--- src/rtl/uart_rx.sv ---
// uart_rx: 8N1 UART receiver.
// Over-samples the asynchronous rx line with clk_i, rejects start glitches
// shorter than half a bit, checks the stop bit, and hands each good byte to
// the consumer over a valid/ready handshake. Framing errors and overruns are
// reported as one-cycle pulses.

module uart_rx #(
    parameter int CLKS_PER_BIT = 10000
) (
    input  logic       clk_i,
    input  logic       reset_i,
    input  logic       rx_i,
    output logic [7:0] rx_data_o,
    output logic       valid_o,
    input  logic       ready_i,
    output logic       frame_err_o,
    output logic       overrun_o,
    output logic       busy_o
);

    // Delay from start-edge detection to the start-bit mid-sample.
    localparam int HALF_BIT = CLKS_PER_BIT / 2;

    // Terminal counts, pre-sized to the 16-bit cycle counter.
    localparam logic [15:0] HALF_LAST = 16'(HALF_BIT - 1);
    localparam logic [15:0] BIT_LAST  = 16'(CLKS_PER_BIT - 1);

    typedef enum logic [1:0] {
        IDLE,
        START,
        DATA,
        STOP
    } state_t;

    // Synchronizer
    logic sync1;
    logic sync2;

    // FSM state and datapath registers
    state_t      state;
    state_t      state_next;
    logic [15:0] cnt;
    logic [15:0] cnt_next;
    logic [2:0]  bit_idx;
    logic [2:0]  bit_next;
    logic [7:0]  shreg;
    logic [7:0]  shreg_next;

    // Next values of the registered outputs
    logic [7:0]  data_next;
    logic        valid_next;
    logic        frame_err_next;
    logic        overrun_next;

    // Two-flop synchronizer on the asynchronous line; idles high so reset
    // cannot fake a start edge.
    always_ff @(posedge clk_i) begin
        // NOTE: non-blocking assignments let sync2 take the old sync1, forming
        // a real two-stage shift; blocking here would collapse it to one flop.
        if (reset_i) begin
            sync1 <= 1'b1;
            sync2 <= 1'b1;
        end else begin
            sync1 <= rx_i;
            sync2 <= sync1;
        end
    end

    // Next-state, counter, shift register and output decisions.
    always_comb begin
        // NOTE: every signal gets a default before the case so that no path
        // leaves one unassigned, which would infer a latch.
        state_next     = state;
        cnt_next       = cnt + 16'd1;
        bit_next       = bit_idx;
        shreg_next     = shreg;
        data_next      = rx_data_o;
        valid_next     = valid_o;
        frame_err_next = 1'b0;
        overrun_next   = 1'b0;

        // Consumer takes the byte; a load in STOP below may re-assert valid.
        if (valid_o && ready_i) begin
            valid_next = 1'b0;
        end

        unique case (state)
            IDLE: begin
                if (!sync2) begin
                    state_next = START;
                    cnt_next   = '0;
                end
            end

            START: begin
                // Mid-start sample: a line already back high was a glitch.
                if (cnt == HALF_LAST) begin
                    cnt_next = '0;
                    if (sync2) begin
                        state_next = IDLE;
                    end else begin
                        state_next = DATA;
                        bit_next   = 3'd0;
                    end
                end
            end

            DATA: begin
                // Mid-bit sample; shifting in from the top leaves bit k in
                // shreg[k] after the eighth sample.
                if (cnt == BIT_LAST) begin
                    cnt_next   = '0;
                    shreg_next = {sync2, shreg[7:1]};
                    bit_next   = bit_idx + 3'd1;
                    if (bit_idx == 3'd7) begin
                        state_next = STOP;
                    end
                end
            end

            STOP: begin
                // Leave at mid-stop so a start edge right after the stop bit
                // is not missed.
                if (cnt == BIT_LAST) begin
                    cnt_next   = '0;
                    state_next = IDLE;
                    if (!sync2) begin
                        frame_err_next = 1'b1;
                    end else if (!valid_o || ready_i) begin
                        data_next  = shreg;
                        valid_next = 1'b1;
                    end else begin
                        // Previous byte still pending: keep it, drop this one.
                        overrun_next = 1'b1;
                    end
                end
            end

            default: begin
                state_next = IDLE;
                cnt_next   = '0;
            end
        endcase
    end

    // State register plus all registered outputs; busy follows the state.
    always_ff @(posedge clk_i) begin
        if (reset_i) begin
            state       <= IDLE;
            cnt         <= '0;
            bit_idx     <= '0;
            shreg       <= '0;
            rx_data_o   <= '0;
            valid_o     <= 1'b0;
            frame_err_o <= 1'b0;
            overrun_o   <= 1'b0;
            busy_o      <= 1'b0;
        end else begin
            state       <= state_next;
            cnt         <= cnt_next;
            bit_idx     <= bit_next;
            shreg       <= shreg_next;
            rx_data_o   <= data_next;
            valid_o     <= valid_next;
            frame_err_o <= frame_err_next;
            overrun_o   <= overrun_next;
            busy_o      <= (state_next != IDLE);
        end
    end

endmodule

--- config.mk ---
export PLATFORM = sky130hd
export DESIGN_NAME = uart_rx
export DESIGN_NICKNAME = d
export VERILOG_FILES = /design/src/rtl/uart_rx.sv
export SDC_FILE = /design/constraint.sdc
export NUM_CORES = 1
export LEC_CHECK = 0
export BUFFER_PORTS_ARGS = -buffer_cell sky130_fd_sc_hd__buf_4
export CORE_ASPECT_RATIO = 1.5
export CORE_UTILIZATION = 50
export CTS_CLUSTER_SIZE = 8
export DETAILED_ROUTE_END_ITERATION = 8
export PLACE_DENSITY = 0.69
export SLEW_MARGIN = 20
export SYNTH_ARGS = -nofsm -noshare
export SYNTH_HDL_FRONTEND = slang
export SYNTH_SLANG_ARGS = --single-unit
--- constraint.sdc ---
create_clock -name clk_i -period 2.6 [get_ports clk_i]
set_input_delay 0.39 -clock clk_i [delete_from_list [all_inputs] [get_ports clk_i]]
set_output_delay 0.39 -clock clk_i [all_outputs]
set_load 0.01 [all_outputs]
# Word-level counts from Yosys, hierarchy flattened
# Cells that the tools add are included.
dict set report totals {
  ff_bits 43
  out_inout_bits 12
  wordCells 59
  in_bits 4
}
dict set report classes {
  muxes 22
  add_sub_neg 2
  bitwise 3
  eq_ne 9
  reduce_logical 12
}
# op count
set op_table {}
lappend op_table {{16-bit two-way mux} 3}
lappend op_table {{16-bit one-hot mux with 3 select lines} 1}
lappend op_table {{16-bit by 1-bit adder with 16-bit output, second input constant} 1}
lappend op_table {{16-bit by 13-bit equality test with 1-bit output, second input constant} 1}
lappend op_table {{16-bit by 14-bit equality test with 1-bit output, second input constant} 1}
lappend op_table {{2-bit two-way mux} 6}
lappend op_table {{3-bit two-way mux} 3}
lappend op_table {{2-bit one-hot mux with 4 select lines} 1}
lappend op_table {{4-bit AND reduction} 2}
lappend op_table {{1-bit two-way mux} 7}
lappend op_table {{2-bit != test, second input constant} 3}
lappend op_table {{3-bit one-hot mux with 2 select lines} 1}
lappend op_table {{2-bit equality test, second input constant} 2}
lappend op_table {{2-bit nonzero test} 2}
lappend op_table {{4-bit OR reduction} 1}
lappend op_table {{3-bit by 1-bit adder with 3-bit output, second input constant} 1}
lappend op_table {{3-bit equality test, second input constant} 1}
lappend op_table {{1-bit inverter} 3}
lappend op_table {{3-bit OR reduction} 1}
lappend op_table {{2-bit by 1-bit equality test with 1-bit output, second input constant} 1}
lappend op_table {{2-bit logical NOT} 1}
lappend op_table {{2-bit AND reduction} 1}
lappend op_table {{2-bit OR reduction} 1}
lappend op_table {{1-bit logical AND} 1}
lappend op_table {{2 further kinds} 2}

# Longest topological paths before layout
dict set report logic_depth {
  depth_word 6
  depth_mapped 7
  depth_no_buf 6
}

# Worst setup path before layout
# No wires, ideal clock.
dict set report synth_path {
  kind {register -> register}
  from {register cnt[4]}
  to {register cnt[15]}
  arrival_ns 1.818
  setup_ns 0.115
  setup_slack_ns 0.667
  t_required_ns 2.485
  stages_incl_launch_ff 7
  period_less_slack_ns 1.933
  path_buffers 1
  path_cell_list {dfxtp_1 > or4b_4 > nor4_4 > nor2_2 > a21oi_4 > buf_6 > nor2_1}
}
dict set report synth_between {
  elab_chain_cells 3
  elab_cells_between_ends 7
  classes_between {add/sub (1); eq/ne (2); mux (4)}
}
# element line_no
set synth_rtl {}
lappend synth_rtl {{start, declared} 42} ;# logic [15:0] cnt;
lappend synth_rtl {{start signal, assigned} 160} ;# cnt <= cnt_next;
lappend synth_rtl {{16-bit by 1-bit adder with 16-bit output (tied with other cells)} 74} ;# cnt_next = cnt + 16'd1;
lappend synth_rtl {{16-bit two-way mux, on equally long branches} -}
lappend synth_rtl {{16-bit one-hot mux with 3 select lines (*)} 87} ;# unique case (state)
# Every way passes the cells marked *; elsewhere a longest branch is shown, timed or not.
# A chain may end at the register's enable or synchronous reset.

# Final worst setup path
dict set report layout_path {
  from {register cnt[8]}
  to {register shreg[3]}
}
dict set report layout_between {
  elab_chain_cells 2
}
# element line_no
set layout_rtl {}
lappend layout_rtl {{16-bit by 14-bit equality test with 1-bit output} 111} ;# if (cnt == BIT_LAST) begin
lappend layout_rtl {{2-bit AND reduction (no source line)} -}
lappend layout_rtl {{end signal, assigned} 162} ;# shreg <= shreg_next;
lappend layout_rtl {{end, declared} 46} ;# logic [7:0] shreg;
# Every way passes these cells.

==> run summary <==
Setup CP Type = reg2reg
Via count = 1360
Maximum vdd drop = 0.000510 V
Worst-path clk slew = 0.08 ns
Synth warn = 0
DRC viols = 0
Chip width = 51.3 um
Final ANT Viol Nets = 0
Top Family by Delay on Critical Path = simple AND/OR/NAND/NOR gates
Slew Viols, Final = 0
GRT Residual Overflow = 0
FFs w/ async S/R, synth = 0
Mapped cell area = 0.00182 sq mm
Final hold violations = 0
Critical path capture point type = register
Later-pin clock latency in the skew report = 0.29 ns
CP max stage delay = 0.54 ns
Gates resized, CTS repair = 0
Placed insts = 242
CTS max path bufs = 2
Starting Density = 0.529
DP Wirelength = 2470 um
Fill cell count = 325
Vias in the first global route = 1322
Net Sw Power = 0.000235 W
Cell count after synthesis = 191
DRT Pass-1 Iters = 4
Number of buffers created by CTS = 5
Final Setup Violations = 0
Sequential Power Share = 0.581
CTS Hold Bufs = 0
Die Y = 76.0 um
Setup Skew = 0.00588 ns
Core area = 0.00345 sq mm
CP max FO = 8
Max-slew headroom = 0.609
Final Net Count = 214
Vias per cell = 5.44
I/O pin count = 16
Fmax = 0.443 GHz
Total power per unit cell area = 564 mW/mm^2
# diodes = 0
Root Driver = clkbuf_8
Comb pwr share = 0.029
Gr usage total = 0.190
CTS Sinks = 43
Crit-path slowest cell = or4b_4
Yosys reg bits = 43
WL/cell = 13.4 um
H-tree depth = 2
Syn Area/Cell = 9.54 sq um
Worst EP required = 2.83 ns
Outcome = finished, final reports clean
Crit path cell chain = or4b_4, nor4_4, and2_1, nand2_1, a21oi_2
Post-synth EDFFs = 0
Largest net degree at the start of global routing = 28
Finished Layout Cells = 250
Row count = 26
Worst-margin pin slew = 0.581 ns
Int Power = 0.000921 W
Final period util = 0.869
Min Tclk post-route = 2.26 ns
Final wirelength = 3350 um
Port Buf Inserts = 15
Min-Delay Path Class = in2reg
WP buf/inv = 0
Area Overhead vs Synth = 12.5%
Sequential cell area fraction in the yosys report = 0.472
Iteration-0 DRC count of the detailed router = 28
Post-CTS repair timing setup buffer count = 0
Synth cell types = 33
Leak Pwr = 0.784 nW
Initial antenna violation count = 0
Clk pwr share = 0.390
Worst path arrival time = 2.49 ns
First-pass GRT wire length = 5680 um
Switching Share = 0.203
GP Congestion = 0.784
Post-Syn Nets = 198
Share of cells above drive strength 1 = 0.207
RSZ-0062 raised after global routing = no
Die Area = 0.00390 sq mm
MaxCap Viol Count = 0
Critical Path Start Type = register
CTS tree = built
Final setup TNS = 0 ns
Top FF cell, synth = dfxtp_1
## synth_stat cells, types with 3 or more instances
cell type | number | area (sq um)
nand2_1 | 24 | 90.1
mux2i_1 | 8 | 80.1
xor2_1 | 5 | 43.8
xnor2_1 | 9 | 78.8
clkbuf_1 | 4 | 15.0
and3_1 | 3 | 18.8
nor4_1 | 5 | 31.3
nor3_1 | 4 | 20.0
dfxtp_1 | 43 | 861
a21oi_2 | 8 | 70.1
nor2_1 | 26 | 97.6
nand3_1 | 8 | 40.0
nand4b_1 | 3 | 26.3
a21oi_1 | 4 | 20.0
or2_2 | 3 | 18.8
ha_1 | 3 | 37.5
nand2_2 | 3 | 18.8
nand4_1 | 5 | 31.3
nand2b_1 | 3 | 18.8
## logic make-up (layout without fill, tap and decap cells)
| kind of cell | Yosys count | in the layout | synth area share |
|---|---|---|---|
| compound gates | 15 | 15 | 0.0659 |
| simple gates | 102 | 102 | 0.310 |
| mux | 8 | 8 | 0.0439 |
| buf+inv | 6 | 23 | 0.0206 |
| fa+ha+maj | 3 | 3 | 0.0206 |
| xor+xnor | 14 | 14 | 0.0673 |
| flops | 43 | 43 | 0.472 |
## registers in the layout (all words and copies together), names as in the netlist, 2 cells and up
| register | count |
|---|---|
| shreg | 8 |
| bit_idx | 3 |
| cnt | 16 |
| rx_data_o | 8 |
| state | 2 |
## layer usage
| layer | vias to the layer above | part of all wire | global-route usage |
|---|---|---|---|
| met5 | - | 0 | 0 |
| met1 | 649 | 0.42 | 0.194 |
| met2 | 14 | 0.54 | 0.347 |
| met4 | 0 | 0.019 | 0.0811 |
| li1 | 691 | - | - |
| met3 | 6 | 0.023 | 0.0482 |
## area by class of cell
cell class	count	area, sq um	share of cell area
Timing Repair Buffer	15	113	0.0549
Sequential cell	43	861	0.420
Multi-Input combinational cell	142	925	0.451
Tap cell	42	52.6	0.0256
Clock buffer	8	100	0.0488
## cell usage in the layout, fill, tap and decap left out, types with 2 or more instances in the layout
cell | netlist | final
a21oi_1 | 4 | 4
a21oi_2 | 8 | 8
and2_1 | 2 | 2
and3_1 | 3 | 3
buf_4 | 0 | 15
clkbuf_8 | 0 | 7
dfxtp_1 | 43 | 43
ha_1 | 3 | 3
mux2i_1 | 8 | 8
nand2_1 | 24 | 24
nand2_2 | 3 | 3
nand2b_1 | 3 | 3
nand3_1 | 8 | 8
nand4_1 | 5 | 5
nand4b_1 | 3 | 3
nor2_1 | 26 | 26
nor2b_1 | 2 | 2
nor3_1 | 4 | 4
nor3b_1 | 2 | 2
nor4_1 | 5 | 5
or2_2 | 3 | 3
or4b_4 | 2 | 2
or4bb_1 | 2 | 2
xnor2_1 | 9 | 9
xor2_1 | 5 | 5
## worst paths after layout
kind / end / start / slack [ns] / depth (start not counted)
worst min-delay path: sync1 / rx_i / 0.29 / 2
worst min register to register: sync2 / sync1 / 0.41 / 1
worst max register to register: shreg[3] / cnt[8] / 0.34 / 5
worst max-delay path: shreg[3] / cnt[8] / 0.34 / 5
## power groups by stage
stage / Clock, W / Sequential, W / Combinational, W
floorplan: 0 / 0.000686 / 0.0000265
global placement: 0 / 0.000687 / 0.0000327
detailed placement: 0 / 0.000687 / 0.0000335
CTS: 0.000464 / 0.000672 / 0.0000336
global route: 0.000487 / 0.000673 / 0.0000365
finish: 0.000451 / 0.000672 / 0.0000332
## metrics by stage
stage / total power [W] / instance area, sq um / hold WS [ns] / setup WS [ns] / util
after CTS: 0.00117 / 2050 / 0.278 / 0.321 / 0.595
after global placement: 0.000720 / 1950 / 0.392 / 0.413 / 0.566
after floorplan: 0.000712 / 1820 / 0.389 / 0.667 / -
after global routing: 0.00120 / 2050 / 0.289 / 0.252 / 0.595
final: 0.00116 / 2050 / 0.286 / 0.342 / 0.595
after detailed placement: 0.000721 / 1950 / 0.394 / 0.336 / 0.566
Note: power is estimated with default switching activity, not from simulation.
